### src/rtl/mole_spawner.sv
// mole_spawner: whack-a-mole game core; spawns a pseudo-random mole on one LED and judges switch flips.
// Ports: clk, rst (sync, active-high), pause (freeze game), tick (level tick enable),
//        switch[7:0] (async player switches), led[7:0] (one-hot mole or 0),
//        mole_idx[2:0] (current/last mole), hit/miss (one-cycle score pulses).
// Optional build macro MOLE_SPEEDUP_EN: every 4th consecutive hit shortens the mole lifetime by one tick.
module mole_spawner #(
   parameter int unsigned UP_TICKS  = 3,
   parameter int unsigned GAP_TICKS = 1,
   parameter logic [7:0]  LFSR_SEED = 8'hA5
) (
   input  logic       clk,
   input  logic       rst,
   input  logic       pause,
   input  logic       tick,
   input  logic [7:0] switch,
   output logic [7:0] led,
   output logic [2:0] mole_idx,
   output logic       hit,
   output logic       miss
);
   typedef enum logic [1:0] {GAP, UP, HIT, MISS} state_t;
   state_t     state_q, state_d;
   logic [7:0] sync1_q, sync2_q, prev_q, rise;
   logic [7:0] lfsr_q, lfsr_d, led_q, led_d;
   logic [3:0] cnt_q, cnt_d, life;
   logic [2:0] idx_q, idx_d, n;
   assign rise = sync2_q & ~prev_q;
   // bump the candidate so the same hole never lights twice in a row
   assign n = (lfsr_q[2:0] == idx_q) ? lfsr_q[2:0] + 3'd1 : lfsr_q[2:0];
`ifdef MOLE_SPEEDUP_EN
   logic [1:0] streak_q, streak_d;
   logic [3:0] life_q, life_d;
   always_comb begin
      streak_d = streak_q;
      life_d   = life_q;
      if (!pause && state_q == HIT) begin
         streak_d = streak_q + 2'd1;
         life_d   = (streak_q == 2'd3 && life_q > 4'd1) ? life_q - 4'd1 : life_q;
      end else if (!pause && state_q == MISS) begin
         streak_d = '0;
         life_d   = 4'(UP_TICKS);
      end
   end
   always_ff @(posedge clk) begin
      if (rst) begin
         streak_q <= '0;
         life_q   <= 4'(UP_TICKS);
      end else begin
         streak_q <= streak_d;
         life_q   <= life_d;
      end
   end
   assign life = life_q;
`else
   assign life = 4'(UP_TICKS);
`endif
   always_comb begin
      state_d = state_q;
      cnt_d   = cnt_q;
      idx_d   = idx_q;
      led_d   = led_q;
      lfsr_d  = lfsr_q;
      if (!pause) begin
         lfsr_d = lfsr_q[0] ? (lfsr_q >> 1) ^ 8'hB8 : lfsr_q >> 1;
         cnt_d  = cnt_q + {3'd0, tick};
         case (state_q)
            GAP: if (tick && cnt_q == 4'(GAP_TICKS - 1)) begin
               state_d = UP;
               idx_d   = n;
               led_d   = 8'd1 << n;
            end
            UP: begin
               // a correct edge wins over a wrong edge and over expiry
               state_d = rise[idx_q] ? HIT :
                         (|rise || (tick && cnt_q == life - 4'd1)) ? MISS : UP;
               led_d   = (state_d == UP) ? led_q : '0;
            end
            default: state_d = GAP;
         endcase
         cnt_d = (state_d != state_q) ? '0 : cnt_d;
      end
   end
   always_ff @(posedge clk) begin
      if (rst) begin
         state_q <= GAP;
         cnt_q   <= '0;
         idx_q   <= '0;
         led_q   <= '0;
         lfsr_q  <= LFSR_SEED;
         // switches held through reset must not look like fresh flips
         sync1_q <= switch;
         sync2_q <= switch;
         prev_q  <= switch;
      end else begin
         state_q <= state_d;
         cnt_q   <= cnt_d;
         idx_q   <= idx_d;
         led_q   <= led_d;
         lfsr_q  <= lfsr_d;
         sync1_q <= switch;
         sync2_q <= sync1_q;
         prev_q  <= sync2_q;
      end
   end
   assign led      = led_q;
   assign mole_idx = idx_q;
   // pause masks the pulse; the held HIT/MISS state replays it on resume
   assign hit      = state_q == HIT && !pause;
   assign miss     = state_q == MISS && !pause;
endmodule
### config.mk
export PLATFORM = sky130hd
export DESIGN_NAME = mole_spawner
export DESIGN_NICKNAME = d
export VERILOG_FILES = /design/src/rtl/mole_spawner.sv
export SDC_FILE = /design/constraint.sdc
export NUM_CORES = 1
export LEC_CHECK = 0
export BUFFER_PORTS_ARGS = -buffer_cell sky130_fd_sc_hd__buf_2
export CAP_MARGIN = 10
export CORE_MARGIN = 2
export CORE_UTILIZATION = 31
export CTS_CLUSTER_DIAMETER = 30
export DETAILED_ROUTE_END_ITERATION = 6
export PLACE_DENSITY_LB_ADDON = 0.15
export SKIP_CTS_REPAIR_TIMING = 1
export SLEW_MARGIN = 15
export SYNTH_ARGS = -nofsm -noshare
export SYNTH_HDL_FRONTEND = slang
export SYNTH_SLANG_ARGS = --single-unit
export TNS_END_PERCENT = 30
### constraint.sdc
create_clock -name clk -period 2 [get_ports clk]
set_clock_uncertainty 0.05 [all_clocks]
set_input_delay 0.2 -clock clk [delete_from_list [all_inputs] [get_ports clk]]
set_output_delay 0.2 -clock clk [all_outputs]
set_load 0.01 [all_outputs]
==> flow_summary.json <==
{
  "fmax_mhz": 492,
  "grt_pass1_wl_mm": 7.30,
  "clockPowerShare": 0.295,
  "synth_nets": 254,
  "irDropWorstVdd_uv": 320,
  "p_seq_frac": 0.543,
  "grt_remaining_overflow": 0,
  "ant_nets": 0,
  "wire_per_inst_microns": 12.2,
  "power_leakage_nw": 1.10,
  "finalSetupViolCount": 1,
  "drive_above_1_share": 0.229,
  "tightest_slew_ns": 0.731,
  "cell_internal_pwr_mw": 1.47,
  "die_w_microns": 86.5,
  "start_util": 0.316,
  "cap_violations": 0,
  "p_switching_mw": 0.542,
  "min_period_over_period": 1.02,
  "fillers": 702,
  "clock-root-buffer": "clkbuf_8",
  "diodes": 0,
  "yosysTopAreaCellShare": 0.465,
  "p_total_mw": 2.01,
  "place_congestion": 0.767,
  "p_per_area_nw_per_um2": 781,
  "synthDistinctLibCells": 42,
  "swShare": 0.269,
  "die_area_sq_um": 7480,
  "htree_levels": 2,
  "yosys_most_used_dff": "dfxtp_1",
  "cp.arrival_ns": 2.22,
  "numCtsBuffers": 5,
  "fin_nets": 295,
  "synth-seq-cells": 49,
  "rsz0062_at_grt": "yes",
  "cts_tree": "done",
  "status": "finished with violations",
  "drt_wl_total_mm": 4.38,
  "syn-instance-count": 239,
  "combPwrFrac": 0.163,
  "clk_path_buf_depth": 2,
  "syn_area_per_cell_sq_um": 8.82,
  "vias": 1700,
  "async_reset_ff_frac": 0,
  "maxSlewHeadroom": 0.508,
  "pin_count": 25,
  "yosysMostFrequentCell": "dfxtp_1",
  "insertion_delay_ns": 0.30,
  "worst-setup-path-type": "reg2reg",
  "drt-pass1-iter-count": 4,
  "synth_edf_count": 0,
  "rows": 30,
  "core_area_sq_um": 6680,
  "synth_seq_area_share": 0.465,
  "avgViaCountPerCell": 4.72,
  "crit_fanout": 3,
  "hold_viol_final": 0,
  "grt_max_degree": 27,
  "syn_to_final_growth_pct": 22.2,
  "worst_slack_ns": -0.0324,
  "synth.area.top_cells": "dfxtp_1 47%, nand2_1 4.8%, o21ai_0 4.5%",
  "worstPathRequired_ns": 2.19,
  "dieHeight_microns": 86.5,
  "fin_setup_tns_ns": -0.0324,
  "cts.sinks": 49,
  "first_global_vias": 1539,
  "hp-class": "in2reg",
  "worst_setup_path_end_kind": "flip-flop",
  "port_buffers": 24,
  "synth_warnings": 0,
  "synth_top_cell_by_area": "dfxtp_1",
  "layout_min_cycle_time_ns": 2.03,
  "violations": "negative setup slack",
  "dp_hpwl_mm": 3.23,
  "synth_common_cells": "49 x dfxtp_1, 27 x nand2_1, 21 x inv_1, 19 x o21ai_0",
  "final_max_slew_viol_count": 0,
  "synthesis.area_sq_um": 2110,
  "grt.total_usage": 0.123,
  "drtIter0Drc": 74,
  "clk_pin_slew_ns": 0.09,
  "grt_antenna_before_repair": 0,
  "drc": 0,
  "start_kind": "flip-flop"
}
==> kinds of logic after synthesis <==
logic type,after synthesis,synth area share
and+or+nand+nor,88,0.237
muxes,11,0.0540
adders and majority gates,3,0.0178
buffers and inverters,34,0.0629
xor gates and xnor gates,9,0.0374
AOI/OAI and AO/OA,45,0.125
DFF,49,0.465
==> critical path, stage by stage, from the launching register on <==
cell and delay, ns:
dfxtp_2 0.33, or4b_4 0.56, nor4_4 0.28, nand2_2 0.11, or4_4 0.52, a21oi_2 0.11
==> cell type report <==
type | instances | area (sq um) | share of cell area
Sequential cell | 49 | 986 | 0.383
Multi-Input combinational cell | 156 | 1010 | 0.391
Tap cell | 80 | 100 | 0.0389
Clock inverter | 1 | 7.51 | 0.00291
Inverter | 21 | 78.8 | 0.0306
Clock buffer | 6 | 82.6 | 0.0321
Timing Repair Buffer | 47 | 313 | 0.121
==> cell usage in the layout, fill, tap and decap left out, types with 2 or more instances in the layout <==
master | netlist | final
a211oi_1 | 3 | 3
a21oi_1 | 11 | 10
a31oi_1 | 2 | 2
and2_1 | 2 | 2
buf_2 | 4 | 24
buf_4 | 0 | 15
clkbuf_8 | 0 | 6
dfxtp_1 | 49 | 45
dfxtp_2 | 0 | 4
dlygate4sd3_1 | 0 | 8
ha_1 | 3 | 3
inv_1 | 21 | 21
mux2_2 | 3 | 3
mux2i_1 | 8 | 8
nand2_1 | 27 | 27
nand2b_1 | 7 | 7
nand3_1 | 6 | 6
nand3b_1 | 2 | 2
nand4_1 | 11 | 11
nor2_1 | 9 | 9
nor2b_1 | 4 | 4
nor3_1 | 3 | 3
nor3b_1 | 2 | 2
o211ai_1 | 2 | 2
o21ai_0 | 19 | 19
o31ai_1 | 2 | 2
or2_2 | 2 | 2
or3b_2 | 2 | 2
or4bb_1 | 2 | 2
xnor2_1 | 4 | 4
xor2_1 | 5 | 5
==> worst paths after layout <==
kind | start | cells after the start | end | slack (ns)
min reg2reg | sync1_q[3] | 2 | sync2_q[3] | 0.38
max | cnt_q[3] | 5 | led[7] | -0.03
max reg2reg | cnt_q[3] | 5 | led[7] | -0.03
min | pause | 3 | lfsr_q[4] | 0.27
==> stage by stage <==
stage               hold slack, ns  worst slack (ns)  cell area, sq um  utilization  instances
floorplan                    0.178            0.0793              2110            -        239
global placement             0.267            0.0331              2390        0.357        345
detailed placement           0.269            0.0298              2390        0.357        345
CTS                        -0.0541          -0.00331              2480        0.371        352
global route                 0.283           -0.0996              2580        0.386        360
finish                       0.270           -0.0324              2580        0.386        360
==> power groups by stage <==
stage               combinational [mW]  clock [mW]  sequential [mW]
detailed placement               0.311           0             1.12
finish                           0.327       0.593             1.09
global route                     0.365       0.673             1.10
CTS                              0.313       0.631             1.09
global placement                 0.312           0             1.12
floorplan                        0.216           0             1.10
==> sequential cells by signal, indices dropped and copies added, names as in the netlist <==
name and count:
cnt_q 4, sync2_q 8, led 8, sync1_q 8
prev_q 8, mole_idx 3, lfsr_q 8, state_q 2
==> per-layer routing <==
| layer | share of wire | global-route usage | vias to the layer above |
|---|---|---|---|
| li1 | - | - | 901 |
| met1 | 0.51 | 0.167 | 776 |
| met2 | 0.45 | 0.193 | 19 |
| met3 | 0.033 | 0.0324 | 4 |
| met4 | 0.0062 | 0.0341 | 0 |
| met5 | 0 | 0 | - |
Note: power is estimated with default switching activity, not from simulation.
